### src/rtl/blink_pkg.sv
// blink_pkg: shared FSM state and mode encodings for the blink sequencer
package blink_pkg;
    typedef enum logic [2:0] {IDLE, ON, BLINK, BURST_ON, BURST_OFF, PAUSE} state_t;
    localparam logic [1:0] MODE_OFF   = 2'b00;
    localparam logic [1:0] MODE_ON    = 2'b01;
    localparam logic [1:0] MODE_BLINK = 2'b10;
    localparam logic [1:0] MODE_BURST = 2'b11;
endpackage

### src/rtl/tick_prescaler.sv
// tick_prescaler: counts 0..TICK_CYCLES-1 while enabled and pulses tick on the last count
//   CLOCK_50 clock, KEY async active-low reset, en count enable,
//   clr sync clear (priority over en), tick one-cycle pulse at end of each period
module tick_prescaler #(
    parameter int TICK_CYCLES = 50000000,
    parameter int CNT_W       = 26
) (
    input  logic CLOCK_50,
    input  logic KEY,
    input  logic en,
    input  logic clr,
    output logic tick
);
    logic [CNT_W-1:0] r_cnt;
    logic             w_last;
    assign w_last = r_cnt == CNT_W'(TICK_CYCLES - 1);
    assign tick   = en && w_last;
    always_ff @(posedge CLOCK_50 or negedge KEY)
        if (!KEY)
            r_cnt <= '0;
        else if (clr)
            r_cnt <= '0;
        else if (en)
            r_cnt <= w_last ? '0 : r_cnt + 1'b1;
endmodule

### src/rtl/blink_sequencer.sv
// blink_sequencer: started/stoppable LED sequencer (off, steady, blink, bursts with pauses)
//   CLOCK_50 clock, KEY async active-low reset, mode/burst_len/pause_ticks latched on start,
//   start/stop request pulses, tick prescaler pulse while busy, LEDG registered LED drive,
//   busy high outside IDLE, done pulse at end of each burst group or on a zero-length burst
module blink_sequencer
    import blink_pkg::*;
#(
    parameter int TICK_CYCLES = 50000000,
    parameter int CNT_W       = 26,
    parameter int LEN_W       = 4
) (
    input  logic             CLOCK_50,
    input  logic             KEY,
    input  logic [1:0]       mode,
    input  logic [LEN_W-1:0] burst_len,
    input  logic [LEN_W-1:0] pause_ticks,
    input  logic             start,
    input  logic             stop,
    output logic             tick,
    output logic             LEDG,
    output logic             busy,
    output logic             done
);
    state_t           r_state;
    logic             r_led;
    logic             r_done;
    logic [LEN_W-1:0] r_blink;
    logic [LEN_W-1:0] r_pause;
    logic [LEN_W-1:0] r_len;
    logic [LEN_W-1:0] r_pt;
    logic             w_busy;
    logic             w_tick;
    logic [LEN_W-1:0] w_blink_nxt;
    logic [LEN_W-1:0] w_pause_nxt;
    logic             w_group_end;
    assign w_busy      = r_state != IDLE;
    assign w_blink_nxt = r_blink + 1'b1;
    assign w_pause_nxt = r_pause + 1'b1;
    assign w_group_end = r_state == BURST_OFF && w_tick && w_blink_nxt >= r_len;
    assign tick        = w_tick;
    assign LEDG        = r_led;
    assign busy        = w_busy;
    // group-end done must land in the tick cycle itself; a stop in that cycle suppresses it
    assign done        = r_done | (w_group_end && !stop);

    // held clear throughout IDLE so every start sees a fresh full tick period
    tick_prescaler #(
        .TICK_CYCLES(TICK_CYCLES),
        .CNT_W      (CNT_W)
    ) u_prescaler (
        .CLOCK_50(CLOCK_50),
        .KEY     (KEY),
        .en      (w_busy),
        .clr     (!w_busy || stop),
        .tick    (w_tick)
    );

    always_ff @(posedge CLOCK_50 or negedge KEY) begin
        if (!KEY) begin
            r_state <= IDLE;
            r_led   <= 1'b0;
            r_done  <= 1'b0;
            r_blink <= '0;
            r_pause <= '0;
            r_len   <= '0;
            r_pt    <= '0;
        end else begin
            r_done <= 1'b0;
            // stop beats everything, including a simultaneous start in IDLE
            if (stop) begin
                r_state <= IDLE;
                r_led   <= 1'b0;
                r_blink <= '0;
                r_pause <= '0;
            end else begin
                case (r_state)
                    IDLE: if (start) begin
                        r_len <= burst_len;
                        r_pt  <= pause_ticks;
                        case (mode)
                            MODE_ON: begin
                                r_state <= ON;
                                r_led   <= 1'b1;
                            end
                            MODE_BLINK: begin
                                r_state <= BLINK;
                                r_led   <= 1'b1;
                            end
                            MODE_BURST: if (burst_len == '0)
                                r_done <= 1'b1;
                            else begin
                                r_state <= BURST_ON;
                                r_led   <= 1'b1;
                            end
                            default: ;
                        endcase
                    end
                    ON: ;
                    BLINK: if (w_tick) r_led <= ~r_led;
                    BURST_ON: if (w_tick) begin
                        r_state <= BURST_OFF;
                        r_led   <= 1'b0;
                    end
                    BURST_OFF: if (w_tick) begin
                        if (w_blink_nxt < r_len) begin
                            r_blink <= w_blink_nxt;
                            r_state <= BURST_ON;
                            r_led   <= 1'b1;
                        end else begin
                            r_blink <= '0;
                            if (r_pt != '0)
                                r_state <= PAUSE;
                            else begin
                                r_state <= BURST_ON;
                                r_led   <= 1'b1;
                            end
                        end
                    end
                    PAUSE: if (w_tick) begin
                        if (w_pause_nxt == r_pt) begin
                            r_pause <= '0;
                            r_state <= BURST_ON;
                            r_led   <= 1'b1;
                        end else
                            r_pause <= w_pause_nxt;
                    end
                    default: r_state <= IDLE;
                endcase
            end
        end
    end
endmodule

### config.mk
export PLATFORM = sky130hd
export DESIGN_NAME = blink_sequencer
export DESIGN_NICKNAME = d
export VERILOG_FILES = /design/src/rtl/blink_pkg.sv /design/src/rtl/tick_prescaler.sv /design/src/rtl/blink_sequencer.sv
export SDC_FILE = /design/constraint.sdc
export NUM_CORES = 1
export LEC_CHECK = 0
export ABC_AREA = 1
export CAP_MARGIN = 5
export CORE_ASPECT_RATIO = 0.75
export CORE_MARGIN = 1.5
export CORE_UTILIZATION = 45
export CTS_CLUSTER_SIZE = 20
export DETAILED_ROUTE_END_ITERATION = 10
export PLACE_DENSITY = 0.65
export RECOVER_POWER = 50
export SLEW_MARGIN = 30
export SYNTH_ARGS = -nofsm -noshare
export SYNTH_HDL_FRONTEND = slang
export SYNTH_SLANG_ARGS = --single-unit
### constraint.sdc
create_clock -name CLOCK_50 -period 2 [get_ports CLOCK_50]
set_input_delay 0.2 -clock CLOCK_50 [delete_from_list [all_inputs] [get_ports CLOCK_50]]
set_output_delay 0.2 -clock CLOCK_50 [all_outputs]
set_load 0.02 [all_outputs]
## After elaboration in Yosys (flattened, before gate mapping)

Cells that the tools add are included.

| word-level totals | value |
|---|---|
| logic and storage cells | 99 |
| bits of input ports | 14 |
| flip-flop bits (word level) | 47 |
| output and inout port bits | 4 |

| cells by class | value |
|---|---|
| $lt $le $gt $ge | 2 |
| equality and inequality tests | 21 |
| add/sub/neg operators | 3 |
| reduce and logical (&&, ||, !) cells | 23 |
| bitwise logic cells | 3 |
| mux-type cells | 39 |

Operators with widths:

| operator | count |
|---|---|
| $mux W26 | 3 |
| $mux W4 | 8 |
| $mux W3 | 9 |
| $add A26 B1 Y26 const B | 1 |
| $eq A26 B26 Y1 const B | 1 |
| $ne A3 B3 Y1 const B | 6 |
| $mux W1 | 15 |
| $pmux W3 S5 | 1 |
| $ne A4 B4 Y1 const B | 3 |
| $reduce_and A10 Y1 | 1 |
| $pmux W3 S3 | 1 |
| $add A4 B1 Y4 const B | 2 |
| $reduce_and A8 Y1 | 1 |
| $reduce_bool A2 Y1 | 4 |
| $eq A3 B2 Y1 const B | 2 |
| $eq A3 B3 Y1 const B | 2 |
| $reduce_bool A6 Y1 | 1 |
| $ne A5 B3 Y1 const B | 1 |
| $pmux W1 S5 | 1 |
| $eq A2 B2 Y1 const B | 2 |
| $eq A4 B4 Y1 | 1 |
| $ge A4 B4 Y1 | 1 |
| $logic_and A1 B1 Y1 | 4 |
| $logic_not A4 Y1 | 1 |
| other kinds (15) | 19 |

## Depth between registers and ports, before layout

| logic depth | value |
|---|---|
| depth in word-level cells | 6 |
| depth in mapped cells | 16 |
| gate-level depth less buffers | 16 |

## Modules after synthesis

Synthesis repeated with hierarchy kept, for this count alone.

| unflattened totals | value |
|---|---|
| cells, all modules | 448 |
| area, all modules | 3103.0 um2 |

By module, submodules not included:

| module | instances | sequential area each (um2) | cells each | area each (um2) |
|---|---|---|---|---|
| tick_prescaler | 1 | 650.6 | 251 | 1659.1 |
| blink_sequencer | 1 | 525.5 | 197 | 1443.9 |

## Worst setup path after synthesis

OpenSTA, ideal clock, no wires.

| timing | value |
|---|---|
| path type | register -> output |
| start point | register r_blink[0] |
| end point | output port done |
| path slack | 0.053 ns |
| data arrival time | 1.747 ns |
| stages on the path, launching flop included | 12 |
| required time | 1.800 ns |
| buffers on the path | 0 |
| cells stage by stage | dfrtp_1 ha_1 xnor2_1 inv_1 ha_1 nand2_1 inv_1 nand2_1 nand2_1 inv_1 nand2_1 a31o_2 |

| on the way | value |
|---|---|
| cells in the longest elaborated chain, start to end | 5 |

Ends and longest elaborated chain:

| what | RTL line | RTL |
|---|---|---|
| start, declared | blink_sequencer.sv:27 | `logic [LEN_W-1:0] r_blink;` |
| start signal, assigned | blink_sequencer.sv:106 | `r_blink <= w_blink_nxt;` |
| $add A4 B1 Y4 | blink_sequencer.sv:37 | `assign w_blink_nxt = r_blink + 1'b1;` |
| $ge A4 B4 Y1 | blink_sequencer.sv:39 | `assign w_group_end = r_state == BURST_OFF && w_tick && w_blink_nxt >= r_len;` |
| $logic_and A1 B1 Y1 | blink_sequencer.sv:39 |  |
| $logic_and A1 B1 Y1 | blink_sequencer.sv:44 | `assign done = r_done \| (w_group_end && !stop);` |
| $or A1 B1 Y1 | blink_sequencer.sv:44 |  |
| end, declared | blink_sequencer.sv:22 | `output logic done` |

Every way passes these cells.

## Final worst setup path

Ends and elaborated chain as after synthesis.

==> metrics.cfg <==
[final_layout]
area_delta_synth_final_pct=30.1
fillerInstances=567
layout.nets=520
fin_area_mm2=0.00399
antenna_cells=0
drive_above_1_share=0.256
finish.utilization=0.618

[pwr]
power_mw=3.00
pwr-share-clk=0.249
combPwrFrac=0.363
internal-power_mw=1.89
netSwitchingPower_mw=1.11
ir_drop_v=0.000615
power_density_mw_per_mm2=753
p_leak_nw=1.97
power_frac_seq=0.388
p_sw_frac=0.370

[synthesis]
synth.avg_cell_area_um2=7.40
seq_area_frac_synth=0.384
synth_cell_types=39
ys_ff_latch=47
syn-cell-area_mm2=0.00306
synthesis.instances=414
syn-num-nets=438
synth_top_area_frac=0.384
yosys-top-cells-area=dfrtp_1 (38%), nand2_1 (9.9%), nor2_1 (7.4%), inv_1 (7.2%), nand3_1 (6.0%)
yosysTopAreaCell=dfrtp_1
ys_warn_count=0

[die]
io-pin-count=18
die_y_um=74.5
rows=25
die_width_um=98.3
start_util=0.475
core_area_mm2=0.00644
die_area_mm2=0.00732

[drt]
dr.pass1.iters=5
wl_mm=8.28
vias=3064
viasPerCell=5.30
drc_errors=0
final_antenna_net_count=0
drt_iter0_markers=251
wire_per_inst_um=14.3

[timing]
whs_ps=457
fin_crit_sh=1.18
fmax_mhz=423
hold_viol_final=0
rsz0062_at_grt=yes
max_slew_margin=0.279
setup_viol=4
finClkSkew_ps=8.65
period_needed_ps=2360
worstMarginPinSlew_ps=1080
drv_slew=0
setup_ws_ps=-364

[clock_network]
htree_levels=2
root_buffer=clkbuf_8
clock-sinks=47
clk_pin_slew_ps=100
clk_path_buf_depth=2
clock_latency_ps=320
cts_buffers=5
cts_tree=built

[critical_path]
crit_buf_inv=4
slowest_stage=dfrtp_1
critPathCaptureType=output port
reg2regPathDepth=18
crit_path_max_fanout=2
critPathCapture=done
worstPathCellList=ha_2 > xnor2_2 > inv_1 > ha_1 > nand2_1 > inv_2 > nand2_2 > nand2_2 > inv_2 > nand2_2 > a31o_2 > buf_6
cp_common_cell=nand2_2
reg2reg_setup_slack_ps=-270
crit_cells=12
start_kind=flip-flop
r2r_start=r_blink[0]
required_ps=1800
cp.arrival_ps=2160
r2r-end=LEDG
cpPeakStageDelay_ps=420
crit_family=adder cells
critPathKind=reg2out
crit_path_start=r_blink[0]

[outcome]
violations=setup timing
status=complete, but fails checks

[placement]
port_buffers=17
dp.final_hpwl_mm=6.21
place.gp.congestion=0.890
place_area_mm2=0.00370

[global_routing]
antenna_found_initial=0
grt_max_degree=21
overflow=0
grt_pass1_wl_mm=13.6
grt_usage=0.236
grt_pass1_vias=2833

[flow_run]
cap_violations=0

[hold_path]
holdCritPathClass=in2reg

==> cell families (layout without fill, tap and decap cells) <==
kind of cell    count (synthesis)  in the layout  synth area share
simple gates                  234            234             0.375
buf+inv                        67            150            0.0841
flops                          47             47             0.384
compound gates                 43             43            0.0768
fa+ha+maj                      10             10            0.0408
xor+xnor                       10             10            0.0286
mux                             3              3            0.0110
==> power groups by stage <==
stage	clock [mW]	sequential [mW]	combinational (mW)
floorplan	0	1.17	0.601
global placement	0	1.18	0.939
detailed placement	0	1.18	0.968
CTS	0.760	1.16	1.02
global route	0.796	1.19	1.21
finish	0.747	1.17	1.09
==> per-stage QoR <==
| stage | instances | setup TNS [ps] | setup slack [ps] |
|---|---|---|---|
| finish | 578 | -878 | -364 |
| detailed placement | 561 | -640 | -418 |
| global route | 578 | -1280 | -426 |
| floorplan | 414 | 0 | 52.8 |
| CTS | 576 | -490 | -289 |
| global placement | 561 | -433 | -334 |
==> worst min-delay path by stage <==
stage                            endpoint  slack (ps)  depth (start not counted)           start
floorplan                            LEDG        -100                          0             KEY
global placement    u_prescaler.r_cnt[21]         190                          1             KEY
detailed placement  u_prescaler.r_cnt[21]         180                          1             KEY
CTS                 u_prescaler.r_cnt[21]         370                          2             KEY
global route                      r_pt[2]         480                          3  pause_ticks[2]
finish                            r_pt[3]         460                          3  pause_ticks[3]
==> per-layer routing <==
layer  vias to the layer above  global-route usage  wire (um)
met5                         -                   0          0
met4                         0              0.0642        150
met3                        20              0.0376        464
met2                       104               0.347       3440
met1                      1441               0.361       4230
li1                       1499                   -          -
==> flip-flops by register name, summed over array words and instances (netlist names) <==
signal / cells
r_blink: 4
r_pause: 4
u_prescaler.r_cnt: 26
r_done: 1
LEDG: 1
r_state: 3
r_len: 4
r_pt: 4
==> placed cells by master (no fill, tap or decap), drive strengths merged, types with 2 or more instances in the layout <==
master	Yosys	routed
xnor2	5	5
buf	3	60
nand3	42	42
nand4	8	8
nand2	88	88
inv	63	64
clkdlybuf4s50	0	14
xor2	5	5
nor3	18	18
nor2	68	68
dfrtp	47	47
ha	10	10
a21oi	20	20
nor3b	2	2
nand3b	2	2
clkbuf	0	8
nor4	4	4
o21ai	18	18
mux2	3	3
==> layout make-up <==
class / count / area (um^2) / area share
clock buffer: 5 / 68.8 / 0.0173
clock inverter: 3 / 46.3 / 0.0116
sequential: 47 / 1180 / 0.295
tap: 81 / 101 / 0.0254
multi-input combinational: 300 / 1720 / 0.433
timing repair buffer: 78 / 627 / 0.157
inverter: 64 / 240 / 0.0603
==> synthesized netlist by cell type (all sizes together) <==
master	n
nand3	42
a31o	1
or2	1
nor3	18
dfrtp	47
nor3b	2
o21ai	18
ha	10
xnor2	5
nand4	8
nand2	88
mux2	3
xor2	5
o21bai	1
a31oi	1
buf	3
inv	63
and2	1
nor2	68
a21oi	20
nand3b	2
a21o	1
nor4	4
o21a	1
clkinv	1
==> worst reg2reg max path, delay by kind of cell (launching register included) <==
kind	cells	cell delay (ps)
adder cells (fa/ha/maj)	2	490
XOR/XNOR	1	180
flip-flops	1	420
AND/OR/NAND/NOR	11	750
buffers and inverters	4	380
==> timing repair <==
action	in CTS	in global routing
gates resized for setup	21	17
setup buffers	7	3
hold buffers	1	0
pin swaps	7	15
endpoints found under the hold margin	18	0
setup endpoints to repair	4	10
Note: power is estimated with default switching activity, not from simulation.
